**src/rtl/imem_loader_pkg.sv**
```systemverilog
// Shared types and constants for the boot-time instruction-memory loader.
// The loader and its word assembler both import this package.
package imem_loader_pkg;

    typedef enum logic [2:0] {
        IDLE,
        LEN_HI,
        LEN_LO,
        DATA,
        CSUM,
        DONE,
        ERR
    } state_e;

    localparam int BYTES_PER_WORD = 4;
    localparam int HDR_BYTES      = 2;
    localparam int LEN_W          = 8 * HDR_BYTES;

    // States in which the loader consumes stream bytes.
    function automatic logic is_rx_state(input state_e s);
        return (s == LEN_HI) || (s == LEN_LO) || (s == DATA) || (s == CSUM);
    endfunction

endpackage

```
**src/rtl/word_assembler.sv**
```systemverilog
// Packs big-endian stream bytes into 32-bit words.
// 'full' flags the shift that completes a word; 'word' already includes that byte.
module word_assembler
    import imem_loader_pkg::*;
(
    input  logic        clk,
    input  logic        rst,
    input  logic        clear,
    input  logic        shift,
    input  logic [7:0]  byte_in,
    output logic [31:0] word,
    output logic        full
);

    logic [31:0] word_q, word_d;
    logic [1:0]  cnt_q, cnt_d;

    always_comb begin
        word_d = word_q;
        cnt_d  = cnt_q;
        if (clear) begin
            word_d = '0;
            cnt_d  = '0;
        end else if (shift) begin
            word_d = {word_q[23:0], byte_in};
            cnt_d  = cnt_q + 2'd1;
        end
    end

    assign word = {word_q[23:0], byte_in};
    assign full = shift && (cnt_q == 2'(BYTES_PER_WORD - 1));

    always_ff @(posedge clk or negedge rst) begin
        if (!rst) begin
            word_q <= '0;
            cnt_q  <= '0;
        end else begin
            word_q <= word_d;
            cnt_q  <= cnt_d;
        end
    end

endmodule

```
**src/rtl/imem_loader.sv**
```systemverilog
// Receives a length/payload/XOR-checksum frame and writes it into instruction memory.
// The CPU stays held in reset until a frame loads with a matching checksum.
module imem_loader
    import imem_loader_pkg::*;
#(
    parameter logic [31:0] BASE_ADDR = 32'h0000_0000,
    parameter int unsigned MAX_WORDS = 65535
) (
    input  logic        clk,
    input  logic        rst,
    input  logic        start,
    input  logic        in_valid,
    input  logic [7:0]  in_data,
    output logic        in_ready,
    output logic        wr_en,
    output logic [31:0] wr_addr,
    output logic [31:0] wr_data,
    output logic        cpu_hold,
    output logic        done,
    output logic        err
);

    state_e             state_q, state_d;
    logic [LEN_W-1:0]   len_q, len_d;
    logic [LEN_W-1:0]   idx_q, idx_d;
    logic [7:0]         xor_q, xor_d;
    logic               in_ready_q, in_ready_d;
    logic               wr_en_q, wr_en_d;
    logic [31:0]        wr_addr_q, wr_addr_d;
    logic [31:0]        wr_data_q, wr_data_d;
    logic               cpu_hold_q, cpu_hold_d;
    logic               done_q, done_d;
    logic               err_q, err_d;

    logic               xfer;
    logic               asm_clear, asm_shift, asm_full;
    logic [31:0]        asm_word;
    logic [LEN_W-1:0]   rx_len;
    logic               len_bad;

    assign xfer    = in_valid && in_ready_q;
    assign rx_len  = {len_q[LEN_W-1:8], in_data};
    assign len_bad = (rx_len == '0) || (32'(rx_len) > MAX_WORDS);

    word_assembler u_asm (
        .clk     (clk),
        .rst     (rst),
        .clear   (asm_clear),
        .shift   (asm_shift),
        .byte_in (in_data),
        .word    (asm_word),
        .full    (asm_full)
    );

    always_comb begin
        state_d   = state_q;
        len_d     = len_q;
        idx_d     = idx_q;
        xor_d     = xor_q;
        wr_en_d   = 1'b0;
        wr_addr_d = wr_addr_q;
        wr_data_d = wr_data_q;
        asm_clear = 1'b0;
        asm_shift = 1'b0;

        case (state_q)
            IDLE, DONE, ERR: begin
                if (start) begin
                    state_d   = LEN_HI;
                    idx_d     = '0;
                    xor_d     = '0;
                    asm_clear = 1'b1;
                end
            end
            LEN_HI: begin
                if (xfer) begin
                    len_d   = {in_data, len_q[7:0]};
                    xor_d   = xor_q ^ in_data;
                    state_d = LEN_LO;
                end
            end
            LEN_LO: begin
                if (xfer) begin
                    len_d   = rx_len;
                    xor_d   = xor_q ^ in_data;
                    state_d = len_bad ? ERR : DATA;
                end
            end
            DATA: begin
                if (xfer) begin
                    xor_d     = xor_q ^ in_data;
                    asm_shift = 1'b1;
                    // The completing byte issues the write and, for the last word, leaves DATA together.
                    if (asm_full) begin
                        wr_en_d   = 1'b1;
                        wr_data_d = asm_word;
                        wr_addr_d = BASE_ADDR + 32'(idx_q) * 32'(BYTES_PER_WORD);
                        idx_d     = idx_q + LEN_W'(1);
                        if (idx_q + LEN_W'(1) == len_q) begin
                            state_d = CSUM;
                        end
                    end
                end
            end
            CSUM: begin
                if (xfer) begin
                    state_d = (in_data == xor_q) ? DONE : ERR;
                end
            end
            default: state_d = IDLE;
        endcase

        // Status outputs are registered from the next state so they line up with it.
        in_ready_d = is_rx_state(state_d);
        done_d     = (state_d == DONE);
        err_d      = (state_d == ERR);
        cpu_hold_d = (state_d != DONE);
    end

    always_ff @(posedge clk or negedge rst) begin
        if (!rst) begin
            state_q    <= IDLE;
            len_q      <= '0;
            idx_q      <= '0;
            xor_q      <= '0;
            in_ready_q <= 1'b0;
            wr_en_q    <= 1'b0;
            wr_addr_q  <= BASE_ADDR;
            wr_data_q  <= '0;
            cpu_hold_q <= 1'b1;
            done_q     <= 1'b0;
            err_q      <= 1'b0;
        end else begin
            state_q    <= state_d;
            len_q      <= len_d;
            idx_q      <= idx_d;
            xor_q      <= xor_d;
            in_ready_q <= in_ready_d;
            wr_en_q    <= wr_en_d;
            wr_addr_q  <= wr_addr_d;
            wr_data_q  <= wr_data_d;
            cpu_hold_q <= cpu_hold_d;
            done_q     <= done_d;
            err_q      <= err_d;
        end
    end

    assign in_ready = in_ready_q;
    assign wr_en    = wr_en_q;
    assign wr_addr  = wr_addr_q;
    assign wr_data  = wr_data_q;
    assign cpu_hold = cpu_hold_q;
    assign done     = done_q;
    assign err      = err_q;

endmodule

```
**config.mk**
```make
export PLATFORM = sky130hd
export DESIGN_NAME = imem_loader
export DESIGN_NICKNAME = d
export VERILOG_FILES = /design/src/rtl/imem_loader_pkg.sv /design/src/rtl/word_assembler.sv /design/src/rtl/imem_loader.sv
export SDC_FILE = /design/constraint.sdc
export NUM_CORES = 1
export LEC_CHECK = 0
export BUFFER_PORTS_ARGS = -buffer_cell sky130_fd_sc_hd__clkbuf_2
export CAP_MARGIN = 20
export CORE_AREA = 2 2 103 105
export CTS_BUF_LIST = sky130_fd_sc_hd__clkbuf_8
export DETAILED_ROUTE_END_ITERATION = 12
export DIE_AREA = 0 0 105 107
export HOLD_SLACK_MARGIN = 0.06
export PLACE_DENSITY = 0.87
export SYNTH_ARGS = -nofsm -noshare
export SYNTH_HDL_FRONTEND = slang
export SYNTH_HIERARCHICAL = 1
export SYNTH_SLANG_ARGS = --single-unit
```
**constraint.sdc**
```tcl
create_clock -name clk -period 3.5 [get_ports clk]
set_input_delay 0 -clock clk [delete_from_list [all_inputs] [get_ports clk]]
set_output_delay 0 -clock clk [all_outputs]
set_load 0.005 [all_outputs]
```
==> run_results.csv, run 1 <==
group,metric,value,unit
sta,hold-worst-slack,0.156,ns
final_layout,syn2layout_area_growth,12.7,%
sta,clock_skew,0.0131,ns
detailed_routing,wl,13.2,mm
clock_network,clk_pin_slew_worst_paths,0.07,ns
synthesis,postSynthRegisterBits,122,
global_routing,via_count_of_the_first_global_routing_pass,4481,
worst_setup_path,cp_max_fo,12,
clock_network,number_of_clock_buffers_inserted_by_tritoncts,17,
worst_setup_path,worst_r2r_path_depth,7,
synthesis,synth_cell_types,59,
detailed_routing,via_per_inst,5.47,
synthesis,yosysSeqAreaShare,50.9,%
worst_setup_path,start_kind,"register",
sta,report.final.hold_viol_count,0,
placement,dp.final_hpwl,8.59,mm
outcome,status,"finished, final reports clean",
synthesis,yosys_most_used_dff,"dfrtp_1",
floorplan,design.core.area,10100,µm²
clock_network,cts_tree,"done",
worst_setup_path,timing.critical_path.required,3.88,ns
global_routing,grt_antenna_before_repair,0,
sta,setup_viol,0,
floorplan,die_area,11200,µm²
floorplan,starting_utilization_of_the_core_area,59.4,%
final_layout,finish.net_count,712,
power,leakagePower,3.38,nW
clock_network,clk_root_buffer_cell,"clkbuf_8",
placement,numPortBuffers,64,
final_layout,antenna_cells,0,
worst_setup_path,worst-setup-path-type,"reg2reg",
sta,max_slew.worst_pin.slew,0.703,ns
final_layout,post_route_cells_drive_above_1_share,17.9,%
synthesis,synth-edff-count,0,
sta,fin_setup_tns,0,ns
floorplan,rows,37,
worst_setup_path,worstReg2RegStart,"idx_q[2]",
final_layout,layout.core_utilization,66.9,%
detailed_routing,detailedRoute.firstIterationViolations,336,
sta,relSlewSlack,53.1,%
sta,grt_setup_unrepaired,"false",
floorplan,floorplan.die.height,107,µm
synthesis,yosysWarnings,6,
worst_setup_path,reg2reg_slack,0.53,ns
placement,globalplace.congestion,0.849,
clock_network,clock_sinks,122,
clock_network,clk_latency,0.45,ns
worst_setup_path,endpoint_kind,"register",
floorplan,ios,81,
clock_network,buffer_levels_on_the_longest_clock_path,2,
power,cellPowerDensity,656,nW/µm²
sta,slew_violations,0,
detailed_routing,detail_route.wl_per_cell,15.6,µm
synthesis,post_synth_instance_area,5990,µm²
sta,upper_clock_frequency_limit,337,MHz
global_routing,globalRoute.totalOverflow,0,
final_layout,layout_commonest_cell,"nand2_1",
run,max_cap_violations,0,
detailed_routing,number_of_iterations_in_the_first_detailed_routing_pass,5,
global_routing,grt_start_max_net_pins,123,
global_routing,grt_pass1_wl,21.5,mm
worst_setup_path,reg2reg_to,"err",
power,vdd_drop_max,0.404,mV
sta,min_period_over_period,84.8,%
detailed_routing,vias,4636,
synthesis,netlist_instances,644,
sta,fin_crit,2.97,ns
synthesis,syn_area_per_cell,9.31,µm²
detailed_routing,route.detailed.drc,0,
final_layout,num-fill-cells,814,
synthesis,async_reset_ff_share,100,%
placement,dp_slack,0.608,ns
final_layout,mostFrequentLayoutCells,"187 x nand2_1, 121 x dfrtp_1, 63 x clkbuf_2",
worst_hold_path,worstHoldPathType,"in2async",
floorplan,dieWidth,105,µm
clock_network,ctsResizeCount,0,
clock_network,cts_htree_levels,4,
global_routing,all_layer_gr_usage,24.4,%
sta,final_critical_path_setup_slack,0.533,ns
worst_setup_path,cp_data_arrival_time,3.34,ns
detailed_routing,antenna_violating_nets_left,0,
==> stage by stage <==
step	std cells	total power (W)	area, µm²
final	847	0.00443	6760
after global routing	847	0.00469	6760
after CTS	846	0.00444	6740
after detailed placement	804	0.00314	6230
after global placement	804	0.00306	6230
after floorplan	659	0.00284	6050
==> cell type report <==
class	instances	area [µm²]	share of cell area, %
multi-input cells	469	2600	38.5
clock inverters	14	163	2.41
repair buffers	81	494	7.31
well taps	136	170	2.52
flip-flops and latches	122	3050	45.2
clock buffers	18	248	3.67
inverters	7	26.3	0.389
==> critical path: stages, from the launching register on <==
cell and delay [ns]:
dfrtp_1 0.52, nand3_1 0.42, or4_1 0.64, a211oi_1 0.23, nor4b_2 0.28, nand4b_2 0.24, o41ai_4 0.36, and3_1 0.21
==> flip-flops by register name, summed over array words and instances, names as in the netlist <==
signal,flops
err,1
len_q,16
state_q,3
u_asm/cnt_q,2
done,1
wr_addr,16
in_ready,1
wr_data,32
u_asm/word_q,24
idx_q,16
xor_q,8
cpu_hold,1
wr_en,1
==> logic make-up after synthesis <==
family | count (synthesis) | share of synthesized area, %
compound gates | 87 | 9.16
xor+xnor | 28 | 4.09
buf+inv | 68 | 6.83
other cells | 1 | 0.0626
simple gates | 302 | 22.6
mux | 34 | 5.84
flops | 122 | 50.9
fa+ha+maj | 2 | 0.417
==> per-layer routing <==
metal  up-vias  GRT usage [%]  wire length, µm
met4         0           7.81              144
met5         -              0                0
met2       144           41.4             6810
met1      2249           30.8             5520
li1       2219              -                -
met3        24           6.38              744
==> power breakdown <==
group          internal [W]  total, W  switching, W
Clock              0.000668   0.00128      0.000613
Combinational      0.000513   0.00115      0.000639
Sequential          0.00171   0.00200      0.000289
==> repair_timing <==
item / in CTS / in global routing
hold buffers: 10 / 0
setup buffers: 0 / 0
endpoints found under the hold margin: 158 / 0
==> cell usage after synthesis, types with 2 or more instances <==
cell,n,area share [%]
a211oi_1,2,0.25
o21ai_0,49,4.1
xor2_1,11,1.6
buf_12,2,0.67
or4_1,2,0.25
a31oi_1,3,0.31
mux2i_1,26,4.3
ha_1,2,0.42
and3_1,3,0.31
nor4_2,2,0.42
or3_1,4,0.42
buf_4,27,3.4
o22ai_1,2,0.21
nand2_1,188,12
nor2_1,44,2.8
nand4_1,7,0.73
nor3_1,7,0.58
mux2_2,8,1.5
xnor2_1,17,2.5
nor2b_1,16,1.7
a21oi_1,12,1.0
o31ai_1,4,0.50
inv_1,7,0.44
nor4_1,8,0.83
and2_1,3,0.31
nand3_1,7,0.58
buf_2,10,0.83
dfrtp_1,121,51
clkbuf_1,20,1.3
==> worst max path at each step <==
stage          slack (ns)   to     start  cells past startpoint
4_1_cts              0.57  err  idx_q[2]                      7
2_1_floorplan        0.92  err  in_ready                     12
6_report             0.53  err  idx_q[2]                      7
5_1_grt              0.38  err  idx_q[2]                      7
3_3_place_gp         0.70  err  idx_q[2]                      7
3_5_place_dp         0.61  err  idx_q[2]                      7
No activity file was read; power rests on OpenSTA's default activity.
==> inputs of run 2 (changes only) <==
--- a/config.mk
+++ b/config.mk
@@ -5,14 +5,15 @@
 export SDC_FILE = /design/constraint.sdc
 export NUM_CORES = 1
 export LEC_CHECK = 0
+export ABC_AREA = 1
 export BUFFER_PORTS_ARGS = -buffer_cell sky130_fd_sc_hd__clkbuf_2
 export CAP_MARGIN = 20
-export CORE_AREA = 2 2 103 105
+export CORE_AREA = 2 2 108 110
 export CTS_BUF_LIST = sky130_fd_sc_hd__clkbuf_8
 export DETAILED_ROUTE_END_ITERATION = 12
-export DIE_AREA = 0 0 105 107
+export DIE_AREA = 0 0 110 112
 export HOLD_SLACK_MARGIN = 0.06
-export PLACE_DENSITY = 0.87
+export PLACE_DENSITY = 0.83
 export SYNTH_ARGS = -nofsm -noshare
 export SYNTH_HDL_FRONTEND = slang
 export SYNTH_HIERARCHICAL = 1
==> constraint.sdc (replaced) <==
create_clock -name clk -period 2.69 [get_ports clk]
set_input_delay 0 -clock clk [delete_from_list [all_inputs] [get_ports clk]]
set_output_delay 0 -clock clk [all_outputs]
set_load 0.005 [all_outputs]
==> run 2 against run 1 <==
Total power grew 25%. First-iteration DRC count rose by 29%. Global-route usage decreased by 1.3 points. Sequential power up 27%. Non-clock buffer count up 1. Critical endpoint is now in_ready. Largest power group unchanged. Highest routed layer unchanged.
==> run_results.csv, run 2 <==
group,metric,value,unit
clock_network,ctsResizeCount,0,
global_routing,grt_antenna_before_repair,0,
sta,min_period_over_period,81.6,%
final_layout,antenna_cells,0,
placement,globalplace.congestion,0.885,
floorplan,starting_utilization_of_the_core_area,53.1,%
outcome,status,"finished, final reports clean",
power,leakagePower,3.50,nW
clock_network,cts_htree_levels,4,
synthesis,post_synth_instance_area,5940,µm²
final_layout,mostFrequentLayoutCells,"269 x nand2_1, 121 x dfrtp_1, 63 x clkbuf_2",
final_layout,post_route_cells_drive_above_1_share,19.6,%
worst_setup_path,timing.critical_path.required,3.03,ns
power,post-layout-total-power,0.00553,W
clock_network,post-cts-setup-buffers,0,
power,vdd_drop_max,0.409,mV
global_routing,grt_start_max_net_pins,56,
clock_network,clock_sinks,122,
worst_setup_path,worst-setup-path-type,"reg2reg",
clock_network,buffer_levels_on_the_longest_clock_path,2,
worst_setup_path,critPathLaunch,"idx_q[0]",
synthesis,fraction_of_synthesized_cell_area_taken_by_the_top_area_cell_type,51.0,%
clock_network,clk_latency,0.45,ns
worst_setup_path,worstReg2RegStart,"idx_q[0]",
synthesis,yosys_most_used_dff,"dfrtp_1",
global_routing,via_count_of_the_first_global_routing_pass,4471,
synthesis,synth_top_cells_by_area,"dfrtp_1 51%, nand2_1 17%, nand3_1 4.6%",
sta,upper_clock_frequency_limit,455,MHz
power,cellPowerDensity,819,nW/µm²
synthesis,synth_most_common_cell,"nand2_1",
final_layout,layout_commonest_cell,"nand2_1",
floorplan,floorplan.die.height,112,µm
synthesis,synth_cell_types,36,
sta,fin_setup_tns,0,ns
detailed_routing,detailedRoute.firstIterationViolations,433,
worst_setup_path,endpoint_kind,"register",
worst_setup_path,cp_max_fo,5,
final_layout,syn2layout_area_growth,13.7,%
placement,dp.final_hpwl,9.12,mm
worst_setup_path,cp_data_arrival_time,2.53,ns
clock_network,hold_buffers,9,
clock_network,cts_tree,"done",
detailed_routing,vias,4897,
synthesis,async_reset_ff_share,100,%
sta,grt_setup_unrepaired,"false",
worst_setup_path,start_kind,"register",
detailed_routing,antenna_violating_nets_left,0,
synthesis,synth_top_cell_by_area,"dfrtp_1",
clock_network,number_of_clock_buffers_inserted_by_tritoncts,17,
floorplan,rows,39,
clock_network,clk_pin_slew_worst_paths,0.08,ns
floorplan,design.core.area,11200,µm²
placement,dp_slack,0.525,ns
sta,clock_skew,0.00954,ns
placement,numPortBuffers,64,
final_layout,largest_register_ff_count,32,
synthesis,synth-edff-count,0,
synthesis,yosysSeqAreaShare,51.4,%
sta,max_slew.worst_pin.slew,1.04,ns
synthesis,synth_common_cells,"270 x nand2_1, 121 x dfrtp_1, 54 x nand3_1",
floorplan,die_area,12300,µm²
detailed_routing,detail_route.wl_per_cell,14.2,µm
run,max_cap_violations,0,
clock_network,clk_root_buffer_cell,"clkbuf_8",
final_layout,finish.net_count,792,
synthesis,netlist_instances,709,
synthesis,postSynthRegisterBits,122,
worst_setup_path,reg2reg_slack,0.49,ns
worst_hold_path,worstHoldPathType,"in2async",
sta,slew_violations,0,
synthesis,syn_area_per_cell,8.38,µm²
detailed_routing,via_per_inst,5.24,
sta,final_critical_path_setup_slack,0.494,ns
floorplan,ios,81,
sta,relSlewSlack,30.3,%
floorplan,dieWidth,110,µm
global_routing,grt_pass1_wl,22.0,mm
sta,fin_crit,2.20,ns
detailed_routing,wl,13.2,mm
global_routing,all_layer_gr_usage,23.1,%
synthesis,yosysWarnings,6,
detailed_routing,route.detailed.drc,0,
global_routing,globalRoute.totalOverflow,0,
sta,setup_viol,0,
sta,report.final.hold_viol_count,0,
detailed_routing,number_of_iterations_in_the_first_detailed_routing_pass,5,
-- run 2: cell count changes in the layout (fill, tap and decap cells not counted), sizes merged, moves of 8 or more --
cell | before | now
nand3 | 8 | 76
inv | 12 | 51
xnor2 | 17 | 2
mux2 | 8 | 0
a21oi | 12 | 2
mux2i | 26 | 0
nor2 | 45 | 35
nor2b | 16 | 0
nand2 | 188 | 277
-- run 2: worst max-delay path: stages (launching register included) --
cell,delay [ns]
dfrtp_1,0.43
ha_1,0.25
or2_2,0.29
nand3b_1,0.08
nand2_1,0.05
nor2_1,0.10
nand2_1,0.07
nor2_1,0.16
nand2_1,0.09
nor2_2,0.15
nand3_1,0.10
nand2_2,0.15
inv_2,0.05
nand2_1,0.06
nand2_1,0.05
-- run 2: logic make-up (layout without fill, tap and decap cells) --
family,Yosys count,after routing,synth area share (%)
simple gates,417,417,32.4
buf+inv,96,163,8.53
other cells,1,16,0.0632
flops,122,122,51.4
compound gates,61,61,5.71
fa+ha+maj,2,2,0.421
xor+xnor,10,10,1.48
-- run 2: layout make-up --
cell class                      instances  area (µm²)
Clock buffer                           18         248
Clock inverter                         14         148
Fill cell                             962        4420
Inverter                               49         186
Multi-Input combinational cell        506        2440
Sequential cell                       122        3050
Tap cell                              143         179
Timing Repair Buffer                   82         493
-- run 2: power breakdown --
group          total, W  switching, W  internal (W)
clock network   0.00162      0.000774      0.000847
logic           0.00138      0.000914      0.000463
registers       0.00253      0.000317       0.00221
total           0.00553       0.00200       0.00352
-- run 2: metal layers --
layer / part of all wire, % / GRT usage [%] / wire [µm]
met5: 0 / 0 / 0
met4: 1.5 / 6.92 / 201
met3: 7.3 / 5.80 / 961
met2: 47 / 34.8 / 6220
met1: 44 / 33.0 / 5860
-- run 2: stage by stage --
step	hold slack [ns]	util (%)	cells	instance area [µm²]
CTS	0.0644	60.4	934	6750
detailed placement	0.0137	56.1	893	6260
global placement	0.0131	56.1	893	6260
floorplan	-0.296	-	724	5990
finish	0.0558	60.4	934	6750
global route	0.118	60.4	934	6750
-- run 2: final timing paths --
check	end	cells past startpoint
max reg2reg	in_ready	14
max in group asynchronous	wr_data[31]	3
max	in_ready	14
min in group clk	state_q[2]	4
min	xor_q[7]	2
min reg2reg	wr_data[28]	2
==> inputs of run 3 (changes only) <==
--- a/config.mk
+++ b/config.mk
@@ -5,15 +5,15 @@
 export SDC_FILE = /design/constraint.sdc
 export NUM_CORES = 1
 export LEC_CHECK = 0
-export ABC_AREA = 1
+export ABC_AREA = 0
 export BUFFER_PORTS_ARGS = -buffer_cell sky130_fd_sc_hd__clkbuf_2
 export CAP_MARGIN = 20
-export CORE_AREA = 2 2 108 110
+export CORE_AREA = 2 2 109 111
 export CTS_BUF_LIST = sky130_fd_sc_hd__clkbuf_8
 export DETAILED_ROUTE_END_ITERATION = 12
-export DIE_AREA = 0 0 110 112
+export DIE_AREA = 0 0 111 113
 export HOLD_SLACK_MARGIN = 0.06
-export PLACE_DENSITY = 0.83
+export PLACE_DENSITY = 0.82
 export SYNTH_ARGS = -nofsm -noshare
 export SYNTH_HDL_FRONTEND = slang
 export SYNTH_HIERARCHICAL = 1
==> constraint.sdc (replaced) <==
create_clock -name clk -period 1.85 [get_ports clk]
set_input_delay 0 -clock clk [delete_from_list [all_inputs] [get_ports clk]]
set_output_delay 0 -clock clk [all_outputs]
set_load 0.005 [all_outputs]
==> run 3 against run 2 <==
The run now ends with negative setup slack left. Clock skew increased by 0.010 ns. Worst setup slack got worse by 1.1 ns. Total power increased by 69%. Highest routed layer unchanged.
==> run_results.csv, run 3 (synthesis results as in run 1) <==
group,metric,value,unit
placement,dpl-instance-area,6950,µm²
run,max_cap_violations,0,
worst_hold_path,hold-path-cell-count,5,
detailed_routing,antenna_violating_nets_left,0,
global_routing,globalRoute.totalOverflow,0,
placement,numPortBuffers,64,
final_layout,layout_commonest_cell,"nand2_1",
global_routing,grt_start_max_net_pins,45,
sta,min_period_over_period,131,%
detailed_routing,wl,15.4,mm
detailed_routing,route.detailed.drc,0,
worst_setup_path,worst_r2r_path_depth,9,
global_routing,grt_util_met2,43.1,%
global_routing,all_layer_gr_usage,25.1,%
sta,max_slew.worst_pin.slew,0.513,ns
sta,grt_setup_unrepaired,"true",
power,vdd_drop_max,1.00,mV
floorplan,floorplan.die.height,113,µm
clock_network,clk_pin_slew_worst_paths,0.07,ns
global_routing,gr-usage-met3,5.68,%
worst_setup_path,worstReg2RegStart,"idx_q[1]",
final_layout,finalNonFillerCells,954,
sta,fin_crit,2.42,ns
clock_network,cts_tree,"done",
worst_setup_path,cp_data_arrival_time,2.82,ns
detailed_routing,via_per_inst,5.38,
outcome,failed_checks,"negative setup slack",
floorplan,design.core.area,11300,µm²
power,p_switching,0.00311,W
detailed_routing,detail_route.wl_per_cell,16.2,µm
final_layout,post_route_cells_drive_above_1_share,31.1,%
sta,setup_viol,10,
placement,dpl.cell_count,899,
final_layout,num-fill-cells,839,
worst_setup_path,cp_max_fo,5,
clock_network,clk_latency,0.46,ns
global_routing,gr-max-usage-layer,"met2",
final_layout,syn2layout_area_growth,30.8,%
global_routing,grt_antenna_before_repair,0,
floorplan,die_area,12500,µm²
sta,clock_skew,0.0196,ns
floorplan,ios,81,
placement,dp.final_hpwl,10.4,mm
detailed_routing,detailedRoute.firstIterationViolations,331,
sta,report.final.hold_viol_count,0,
outcome,status,"finished with violations",
clock_network,number_of_clock_buffers_inserted_by_tritoncts,17,
worst_setup_path,slowest_delay,0.45,ns
global_routing,grt.met1_usage,30.6,%
floorplan,rows,39,
final_layout,layout.cell_area.non_filler,7840,µm²
power,cellPowerDensity,1190,nW/µm²
clock_network,cts_htree_levels,4,
worst_setup_path,reg2reg_to,"err",
floorplan,dieWidth,111,µm
worst_setup_path,reg2reg_slack,-0.57,ns
power,power.share.combinational,31.8,%
sta,slew_violations,0,
placement,dp_slack,-0.651,ns
worst_setup_path,worst-setup-path-type,"reg2reg",
worst_setup_path,start_kind,"register",
detailed_routing,vias,5128,
clock_network,clk_root_buffer_cell,"clkbuf_8",
worst_hold_path,worstHoldEndpoint,"xor_q[5]",
sta,fin_setup_tns,-3.34,ns
sta,upper_clock_frequency_limit,413,MHz
sta,final_critical_path_setup_slack,-0.574,ns
worst_hold_path,hp-start,"in_valid",
final_layout,finish.net_count,813,
floorplan,starting_utilization_of_the_core_area,53.2,%
clock_network,buffer_levels_on_the_longest_clock_path,2,
final_layout,antenna_cells,0,
worst_setup_path,timing.critical_path.slowest_stage_cell,"dfrtp_2",
placement,globalplace.congestion,0.909,
global_routing,via_count_of_the_first_global_routing_pass,5133,
final_layout,mostFrequentLayoutCells,"184 x nand2_1, 118 x dfrtp_1, 95 x buf_4",
detailed_routing,number_of_iterations_in_the_first_detailed_routing_pass,5,
global_routing,grt_pass1_wl,24.8,mm
worst_setup_path,timing.critical_path.required,2.24,ns
power,sw_frac_of_total,33.3,%
sta,hold-worst-slack,0.231,ns
power,p_seq_share,39.7,%
clock_network,clock_sinks,122,
power,leakagePower,4.03,nW
power,internal-power,0.00624,W
worst_setup_path,endpoint_kind,"register",
worst_hold_path,worstHoldPathType,"in2reg",
worst_setup_path,timing.critical_path.cells,"ha_4, buf_6, xor2_2, xnor2_1, nand4_1, nor4b_4, nand4b_4, o41ai_4, and3_1",
final_layout,largest_register_ff_count,32,
sta,relSlewSlack,65.8,%
power,clockPowerShare,28.5,%
## run 3: layout make-up
| class | count | area, µm² | share of cell area [%] |
|---|---|---|---|
| multi-input cells | 469 | 2820 | 36.0 |
| clock buffers | 20 | 275 | 3.51 |
| inverters | 7 | 26.3 | 0.335 |
| flip-flops and latches | 122 | 3060 | 39.0 |
| well taps | 143 | 179 | 2.28 |
| clock inverters | 11 | 170 | 2.17 |
| repair buffers | 182 | 1310 | 16.7 |
## run 3: worst max path at each step
stage                        start  endpoint  slack, ns  depth (start not counted)
after global routing      idx_q[1]       err      -0.68                          9
after CTS                 idx_q[1]       err      -0.59                          7
after global placement    idx_q[1]       err      -0.56                          8
after floorplan           in_ready       err      -0.62                         12
final                     idx_q[1]       err      -0.57                          9
after detailed placement  idx_q[1]       err      -0.65                          8
## run 3: layer usage
metal / vias up / part of all wire [%]
met4: 0 / 2.6
met5: - / 0
met1: 2499 / 41
met2: 171 / 51
li1: 2423 / -
met3: 35 / 5.1
## run 3: worst max-delay path, delay by kind of cell, from the launching register on
| kind | cells | cell delay [ns] |
|---|---|---|
| simple gates | 4 | 0.93 |
| compound gates | 1 | 0.39 |
| fa+ha+maj | 1 | 0.20 |
| flops | 1 | 0.45 |
| buf+inv | 1 | 0.12 |
| xor+xnor | 2 | 0.27 |
## run 3: per-stage QoR
step                total power, W  utilization [%]
finish                     0.00935             69.6
global route               0.00984             69.6
CTS                        0.00921             68.3
detailed placement         0.00641             61.7
global placement           0.00626             61.7
floorplan                  0.00540                -
## run 3: power groups by stage
stage          Combinational [W]  Clock (W)  Sequential (W)
6_report                 0.00298    0.00267         0.00371
3_5_place_dp             0.00268          0         0.00373
3_3_place_gp             0.00257          0         0.00369
5_1_grt                  0.00325    0.00281         0.00378
4_1_cts                  0.00283    0.00269         0.00369
2_1_floorplan            0.00176          0         0.00364
## run 3: what timing repair did
action | in CTS | in global routing
setup buffers | 7 | 5
cloned | 0 | 0
hold endpoints to repair | 156 | 0
gates resized for setup | 22 | 23
endpoints found under the setup margin | 66 | 76
pin swaps | 15 | 18
hold buffers | 12 | 0
